File: config.mk
export PLATFORM = sky130hd
export DESIGN_NAME = wb_stage
export DESIGN_NICKNAME = d
export VERILOG_FILES = /design/src/rtl/cpu_pkg.sv /design/src/rtl/wb_stage.sv
export SDC_FILE = /design/constraint.sdc
export NUM_CORES = 1
export LEC_CHECK = 0
export BUFFER_PORTS_ARGS = -buffer_cell sky130_fd_sc_hd__buf_4
export CELL_PAD_IN_SITES_DETAIL_PLACEMENT = 1
export CELL_PAD_IN_SITES_GLOBAL_PLACEMENT = 1
export CORE_MARGIN = 2
export CORE_UTILIZATION = 30
export DETAILED_ROUTE_END_ITERATION = 16
export PLACE_DENSITY_LB_ADDON = 0.1
export SYNTH_ARGS = -nofsm -noshare
export SYNTH_HDL_FRONTEND = slang
export SYNTH_SLANG_ARGS = --single-unit
export TNS_END_PERCENT = 5
File: constraint.sdc
create_clock -name clk -period 3.5 [get_ports clk]
set_input_delay 0.7 -clock clk [delete_from_list [all_inputs] [get_ports clk]]
set_output_delay 0.7 -clock clk [all_outputs]
set_load 0.02 [all_outputs]
File: src/rtl/cpu_pkg.sv
// Shared CPU definitions: datapath widths, exception codes, writeback FSM states.
package cpu_pkg;

  localparam int unsigned XLEN    = 32;
  localparam int unsigned REG_AW  = 5;
  localparam int unsigned ECODE_W = 6;

  // Exception codes carried down the pipeline alongside ms_ex.
  localparam logic [ECODE_W-1:0] ECODE_INT = 6'h00;
  localparam logic [ECODE_W-1:0] ECODE_ADE = 6'h08;
  localparam logic [ECODE_W-1:0] ECODE_ALE = 6'h09;
  localparam logic [ECODE_W-1:0] ECODE_SYS = 6'h0B;
  localparam logic [ECODE_W-1:0] ECODE_BRK = 6'h0C;
  localparam logic [ECODE_W-1:0] ECODE_INE = 6'h0D;
  localparam logic [ECODE_W-1:0] ECODE_IPE = 6'h0E;

  // Writeback stage: normal operation, or the single dead cycle after a commit flush.
  typedef enum logic [0:0] {
    RUN   = 1'b0,
    FLUSH = 1'b1
  } wb_state_e;

endpackage

File: src/rtl/wb_stage.sv
// Writeback stage: final pipeline register, regfile write port, ID bypass source,
// exception/ertn commit pulses and the retired-instruction counter.
module wb_stage
  import cpu_pkg::*;
#(
  parameter int unsigned XLEN    = cpu_pkg::XLEN,
  parameter int unsigned REG_AW  = cpu_pkg::REG_AW,
  parameter int unsigned ECODE_W = cpu_pkg::ECODE_W
) (
  input  logic               clk,
  input  logic               reset,
  // MEM -> WB handshake and payload
  input  logic               ms_to_ws_valid,
  output logic               ws_allowin,
  input  logic [XLEN-1:0]    ms_pc,
  input  logic               ms_gr_we,
  input  logic [REG_AW-1:0]  ms_dest,
  input  logic [XLEN-1:0]    ms_result,
  input  logic               ms_ex,
  input  logic [ECODE_W-1:0] ms_ecode,
  input  logic               ms_ertn,
  // Regfile write port
  output logic [3:0]         rf_we,
  output logic [REG_AW-1:0]  rf_waddr,
  output logic [XLEN-1:0]    rf_wdata,
  // ID-stage bypass
  output logic               ws_fwd_valid,
  output logic [REG_AW-1:0]  ws_fwd_dest,
  output logic [XLEN-1:0]    ws_fwd_data,
  // Commit flushes
  output logic               ws_ex_flush,
  output logic [XLEN-1:0]    ws_ex_pc,
  output logic [ECODE_W-1:0] ws_ex_ecode,
  output logic               ws_ertn_flush,
  // Retire statistics and trace
  output logic [31:0]        retire_cnt,
  output logic [XLEN-1:0]    debug_wb_pc,
  output logic [3:0]         debug_wb_rf_we,
  output logic [REG_AW-1:0]  debug_wb_rf_wnum,
  output logic [XLEN-1:0]    debug_wb_rf_wdata
);

  wb_state_e          state_q, state_d;
  logic               ws_valid_q, ws_valid_d;
  logic [XLEN-1:0]    ws_pc_q, ws_pc_d;
  logic               ws_gr_we_q, ws_gr_we_d;
  logic [REG_AW-1:0]  ws_dest_q, ws_dest_d;
  logic [XLEN-1:0]    ws_result_q, ws_result_d;
  logic               ws_ex_q, ws_ex_d;
  logic [ECODE_W-1:0] ws_ecode_q, ws_ecode_d;
  logic               ws_ertn_q, ws_ertn_d;
  logic [31:0]        retire_cnt_q, retire_cnt_d;

  logic               ws_commit_ok;
  logic               ws_we;

  // Commit FSM: pulse the flush for the committing cycle, then hold one FLUSH cycle.
  always_comb begin
    state_d       = state_q;
    ws_allowin    = 1'b0;
    ws_ex_flush   = 1'b0;
    ws_ertn_flush = 1'b0;
    unique case (state_q)
      RUN: begin
        ws_allowin = !(ws_valid_q && (ws_ex_q || ws_ertn_q));
        if (ws_valid_q && ws_ex_q) begin
          // Exception wins over ertn when both are flagged.
          ws_ex_flush = 1'b1;
          state_d     = FLUSH;
        end else if (ws_valid_q && ws_ertn_q) begin
          ws_ertn_flush = 1'b1;
          state_d       = FLUSH;
        end
      end
      FLUSH: begin
        state_d = RUN;
      end
      default: begin
        state_d = RUN;
      end
    endcase
  end

  // Pipeline register: accept from MEM when open; otherwise the slot is emptied.
  always_comb begin
    ws_valid_d  = ws_valid_q;
    ws_pc_d     = ws_pc_q;
    ws_gr_we_d  = ws_gr_we_q;
    ws_dest_d   = ws_dest_q;
    ws_result_d = ws_result_q;
    ws_ex_d     = ws_ex_q;
    ws_ecode_d  = ws_ecode_q;
    ws_ertn_d   = ws_ertn_q;
    if (ws_allowin) begin
      ws_valid_d = ms_to_ws_valid;
      if (ms_to_ws_valid) begin
        ws_pc_d     = ms_pc;
        ws_gr_we_d  = ms_gr_we;
        ws_dest_d   = ms_dest;
        ws_result_d = ms_result;
        ws_ex_d     = ms_ex;
        ws_ecode_d  = ms_ecode;
        ws_ertn_d   = ms_ertn;
      end
    end else begin
      // allowin is low only in the commit cycle or the FLUSH cycle; both retire the
      // current slot so FLUSH never sees a valid instruction and ms data is dropped.
      ws_valid_d = 1'b0;
    end
  end

  // Retired-instruction counter: everything that leaves WB without an exception.
  always_comb begin
    ws_commit_ok = ws_valid_q && !ws_ex_q;
    retire_cnt_d = retire_cnt_q;
    if (ws_commit_ok) begin
      retire_cnt_d = retire_cnt_q + 32'd1;
    end
  end

  // State, pipeline and counter registers.
  always_ff @(posedge clk or posedge reset) begin
    if (reset) begin
      state_q      <= RUN;
      ws_valid_q   <= 1'b0;
      ws_pc_q      <= '0;
      ws_gr_we_q   <= 1'b0;
      ws_dest_q    <= '0;
      ws_result_q  <= '0;
      ws_ex_q      <= 1'b0;
      ws_ecode_q   <= '0;
      ws_ertn_q    <= 1'b0;
      retire_cnt_q <= '0;
    end else begin
      state_q      <= state_d;
      ws_valid_q   <= ws_valid_d;
      ws_pc_q      <= ws_pc_d;
      ws_gr_we_q   <= ws_gr_we_d;
      ws_dest_q    <= ws_dest_d;
      ws_result_q  <= ws_result_d;
      ws_ex_q      <= ws_ex_d;
      ws_ecode_q   <= ws_ecode_d;
      ws_ertn_q    <= ws_ertn_d;
      retire_cnt_q <= retire_cnt_d;
    end
  end

  // Write port, bypass and trace are combinational views of the latched slot.
  always_comb begin
    ws_we             = ws_valid_q && ws_gr_we_q && !ws_ex_q && !ws_ertn_q;
    rf_we             = {4{ws_we}};
    rf_waddr          = ws_dest_q;
    rf_wdata          = ws_result_q;
    ws_fwd_valid      = ws_we && (ws_dest_q != '0);
    ws_fwd_dest       = ws_dest_q;
    ws_fwd_data       = ws_result_q;
    ws_ex_pc          = ws_pc_q;
    ws_ex_ecode       = ws_ecode_q;
    retire_cnt        = retire_cnt_q;
    debug_wb_pc       = ws_pc_q;
    debug_wb_rf_we    = {4{ws_we}};
    debug_wb_rf_wnum  = ws_dest_q;
    debug_wb_rf_wdata = ws_result_q;
  end

endmodule

# Yosys cells after proc, flatten, opt, wreduce, memory -nomap -nowiden
# Index checks and enable logic that the tools add are counted.
# op_classes
n_reduce_logical	14
bitwise	1
n_mux	9
add_sub_neg	1
# ops
cell	n
adder 32 x 1 -> 32 bit (second input constant)	1
logical AND 1 bit	8
two-way mux 1 bit	8
nonzero test 5 bit	1
zero test 1 bit	3
case mux 1 bit (2 select lines)	1
AND reduction 2 bit	1
logical OR 1 bit	1
inverter 1 bit	1
# word_totals
reg_bits	112

# Logic depth before layout (Yosys ltp)
# logic_depth
word_depth	5
depth_mapped	6
ltp_nobuf	5

# Worst setup path after synthesis
# No wires, ideal clock.
# synth_timing
path_type	register to output
start	register ws_ex_q
end	output ws_fwd_valid
arrival_ps	1574
stages_incl_launch_ff	5
n_path_buf	1
slack_ps	1226
path_cell_list	dfrtp_1 > nand2b_1 > buf_4 > nor3b_1 > o21a_1
# synth_via
elab_chain_cells	4
# synth_rtl
element	line_no	rtl
start: declaration	wb_stage.sv:49	logic ws_ex_q, ws_ex_d;
start signal: assignment	wb_stage.sv:141	ws_ex_q <= ws_ex_d;
zero test 1 bit	wb_stage.sv:150	ws_we = ws_valid_q && ws_gr_we_q && !ws_ex_q && !ws_ertn_q;
logical AND 1 bit (2 in series)	wb_stage.sv:150	
via ws_we	wb_stage.sv:55	logic ws_we;
logical AND 1 bit	wb_stage.sv:154	ws_fwd_valid = ws_we && (ws_dest_q != '0);
end: declaration	wb_stage.sv:27	output logic ws_fwd_valid,
# The timed path passes the listed nets, and every way through them passes these cells.

# Worst setup path after layout
# layout_timing
start	register ws_ex_q
end	output ws_fwd_valid
# layout_via
elab_chain_cells	4
# layout_rtl
element	line_no
zero test 1 bit	wb_stage.sv:150
logical AND 1 bit (2 in series)	wb_stage.sv:150
logical AND 1 bit	wb_stage.sv:154
# No other way between the ends.

==> summary.md <==
| Metric | Value |
|---|---|
| Width of the chip | `~140 microns` |
| Final Hold Fails | `0` |
| I/O Pins | `306` |
| CP peak stage delay | `about 0.4 ns` |
| CP Capture Type | `primary output` |
| GRT Resource Usage Total | `around 14%` |
| CP Max Fanout | `9` |
| Cell area power density | `1040 mW/mm^2` |
| Synth Warn # | `0` |
| CTS Buf Count | `9` |
| Reg-to-reg slack, setup | `1.23 ns` |
| Status | `completed` |
| Worst Hold Class | `in2async` |
| Most used cell, CP | `buf_4` |
| Tcrit/Tclk final | `about 75%` |
| Comb pwr share | `56.4%` |
| Post-CTS setup buffer count | `0` |
| DRT met1 WL | `slightly above 5 mm` |
| Post-synthesis cell type count | `31` |
| Synthesized net count | `500` |
| Final net count | `694` |
| Crit path kind | `reg2out` |
| CP Cell Sequence | `nand2b_1, nor3b_1, buf_4, o21a_1, buf_4` |
| Register share of total power | `around 31%` |
| Post-DP HPWL | `between 10 and 15 mm` |
| DRT iter0 DRCs | `82` |
| First-pass GRT wire length | `20.6 mm` |
| Starting Density | `roughly 31%` |
| Top sig layer | `met4` |
| ANT cells | `0` |
| Drt drc | `0` |
| Req. time, crit path | `between 2 and 3 ns` |
| Reg clk slew, reported paths | `0.07 ns` |
| WL met3 | `980 microns` |
| CTS max path bufs | `2` |
| Hold_buf cts | `0` |
| Largest cells by area after synthesis | `dfrtp_1, buf_4, mux2_2` |
| Synth Cell Area | `around 0.0054 sq mm` |
| Syn_area_per_cell | `approximately 13 sq um` |
| MaxCap Viol Count | `0` |
| Minimum clock period | `around 2.6 ns` |
| Most area-hungry cell type in the Yosys netlist | `dfrtp_1` |
| Fmax | `~380 MHz` |
| Design Power | `between 7 and 8 mW` |
| # clock sinks | `between 100 and 150` |
| Core Footprint | `~0.017 sq mm` |
| Clk pwr share | `approximately an eighth` |
| Remaining Overflow, GRT | `0` |
| FF+latch count, synth | `between 100 and 150` |
| Die ar. | `around 0.019 sq mm` |
| Synth Flop Type | `dfrtp_1` |
| Area Growth Syn to Fin | `36.7%` |
| Unrepaired setup endpoints after global routing | `no` |
| Pint | `4.35 mW` |
| Most common cell in the netlist | `buf_4` |
| Worst R2R Start | `ws_ex_q$_DFFE_PP0P_` |
| DR pass1 iterations | `4` |
| Final wirelength | `about 14 mm` |
| Most frequent cells after synthesis | `buf_4, dfrtp_1, mux2_2, xnor2_1, nand3_1` |
| Post-layout util | `about 42%` |
| Setup tns final | `0 ns` |
| Layout Skew | `around 0.009 ns` |
| Reg2Reg Depth | `4` |
| Routed wl met2 | `about 8 mm` |
| Largest net degree at the start of global routing | `80` |
| DP Area | `~0.0070 sq mm` |
| Reg2reg end | `debug_wb_rf_wdata[26]$_DFFE_PP0P_` |
| Worst relative slew slack | `between 20 and 25%` |
| Fin area | `0.00732 sq mm` |
| Least-Margin Pin Slew | `roughly 1.1 ns` |
| Htree depth | `3` |
| Max-slew violation count | `0` |
| Placer Congestion | `a little over 0.7` |
| Chip height | `~140 microns` |
| CP arrival | `~1.9 ns` |
| Number of global-route vias before repair | `around 3700` |
| Leakage | `3.60 nW` |
| Placement row count | `48` |
| CTS resizes | `0` |
| Setup ws final | `approximately 0.87 ns` |
| Synth top area share | `a little over half` |
| Critical path startpoint category | `flop` |
| CTS tree | `done` |
| FFs w/ async S/R, synth | `100%` |
| WL/cell | `about 17 microns` |
| Net Switching | `around 3.2 mW` |
| Initial antenna violation count | `0` |
| VDD IR max | `approximately 0.51 mV` |
| CP max-delay cell | `dfrtp_1` |
| Post-synth EDFFs | `0` |
| Share of cells above drive strength 1 | `between 60% and 70%` |
| IO Port Bufs | `305` |
| Pre-CTS setup slack | `roughly 1.2 ns` |
| Root Buffer | `clkbuf_16` |
| Synthesized netlist cell count | `~420` |
| Worst skew pair latency | `about 0.34 ns` |
| Sw Share | `between 40% and 50%` |
| DRT antenna net count | `0` |
| Setup-failing EPs final | `0` |
| Vias after detailed routing | `about 3700` |
| DR vias/cell | `~4.4` |
| Register area share after synthesis | `roughly 52%` |
-- registers in the layout, indices dropped and copies added, names as in the netlist --
| signal | flops |
|---|---|
| debug_wb_pc | 32 |
| debug_wb_rf_wdata | 32 |
| retire_cnt | 32 |
| ws_ex_ecode | 6 |
| debug_wb_rf_wnum | 5 |
| state_q | 1 |
| ws_ertn_q | 1 |
| ws_ex_q | 1 |
| ws_gr_we_q | 1 |
| ws_valid_q | 1 |
-- through the flow --
stage / cells / hold slack [ns]
floorplan: 418 / 0.471
global placement: 826 / 0.464
detailed placement: 826 / 0.485
CTS: 839 / 0.494
global route: 839 / 0.506
finish: 839 / 0.485
-- critical path: cells and delay by family (launching register included) --
kind                   cells  cell delay (ns)
AND/OR/NAND/NOR            2             0.70
flip-flops                 1             0.41
buffers and inverters      2             0.36
AO/OA/AOI/OAI              1             0.13
-- metal layers --
layer / up-vias / global-route usage (%)
met4: 0 / 4.87
met3: 7 / 3.35
li1: 1673 / -
met2: 152 / 26.8
met5: - / 0
met1: 1836 / 16.0
-- logic make-up (layout without fill, tap and decap cells) --
family | Yosys count | after routing | share of synthesized area (%)
compound gates | 2 | 2 | 0.304
xor+xnor | 31 | 31 | 5.07
fa+ha+maj | 1 | 1 | 0.234
buf+inv | 130 | 326 | 17.8
flops | 112 | 112 | 52.3
mux | 79 | 79 | 17.2
simple gates | 63 | 63 | 6.99
-- area by class of cell --
cell class	count	area (sq um)
clock buffer	10	229
multi-input combinational	176	1600
clock inverter	3	46.3
sequential	112	2800
fill	1924	10000
inverter	3	15.0
timing repair buffer	310	2340
tap	225	282
-- power groups by stage --
| stage | logic (mW) | registers, mW | clock network, mW |
|---|---|---|---|
| 2_1_floorplan | 2.64 | 2.79 | 0 |
| 6_report | 4.27 | 2.32 | 0.986 |
| 5_1_grt | 4.51 | 2.41 | 1.09 |
| 4_1_cts | 4.34 | 2.34 | 1.03 |
| 3_3_place_gp | 4.29 | 2.33 | 0 |
| 3_5_place_dp | 4.34 | 2.36 | 0 |
-- how the worst max path moves through the flow --
| stage | from | to | slack [ns] | depth (start not counted) |
|---|---|---|---|---|
| 6_report | ws_ex_q$_DFFE_PP0P_ | ws_fwd_valid | 0.87 | 5 |
| 5_1_grt | ws_ex_q$_DFFE_PP0P_ | ws_fwd_valid | 0.70 | 5 |
| 4_1_cts | ws_ex_q$_DFFE_PP0P_ | ws_fwd_valid | 0.81 | 5 |
| 3_5_place_dp | ws_ex_q$_DFFE_PP0P_ | ws_fwd_valid | 1.20 | 5 |
| 3_3_place_gp | ws_ex_q$_DFFE_PP0P_ | ws_fwd_valid | 1.19 | 5 |
| 2_1_floorplan | ws_ex_q$_DFFE_PP0P_ | ws_fwd_valid | 1.23 | 4 |
-- placed cells by master, fill, tap and decap left out, types with 4 or more instances in the layout --
cell / instances
nor3_1: 4
xnor2_1: 26
mux2_4: 9
nand4_1: 12
mux2_2: 70
clkbuf_16: 9
nand2_1: 10
buf_4: 309
nor2_1: 4
nand3_1: 13
dfrtp_1: 112
and3_1: 4
xor2_1: 5
(Power assumes the default switching activity.)
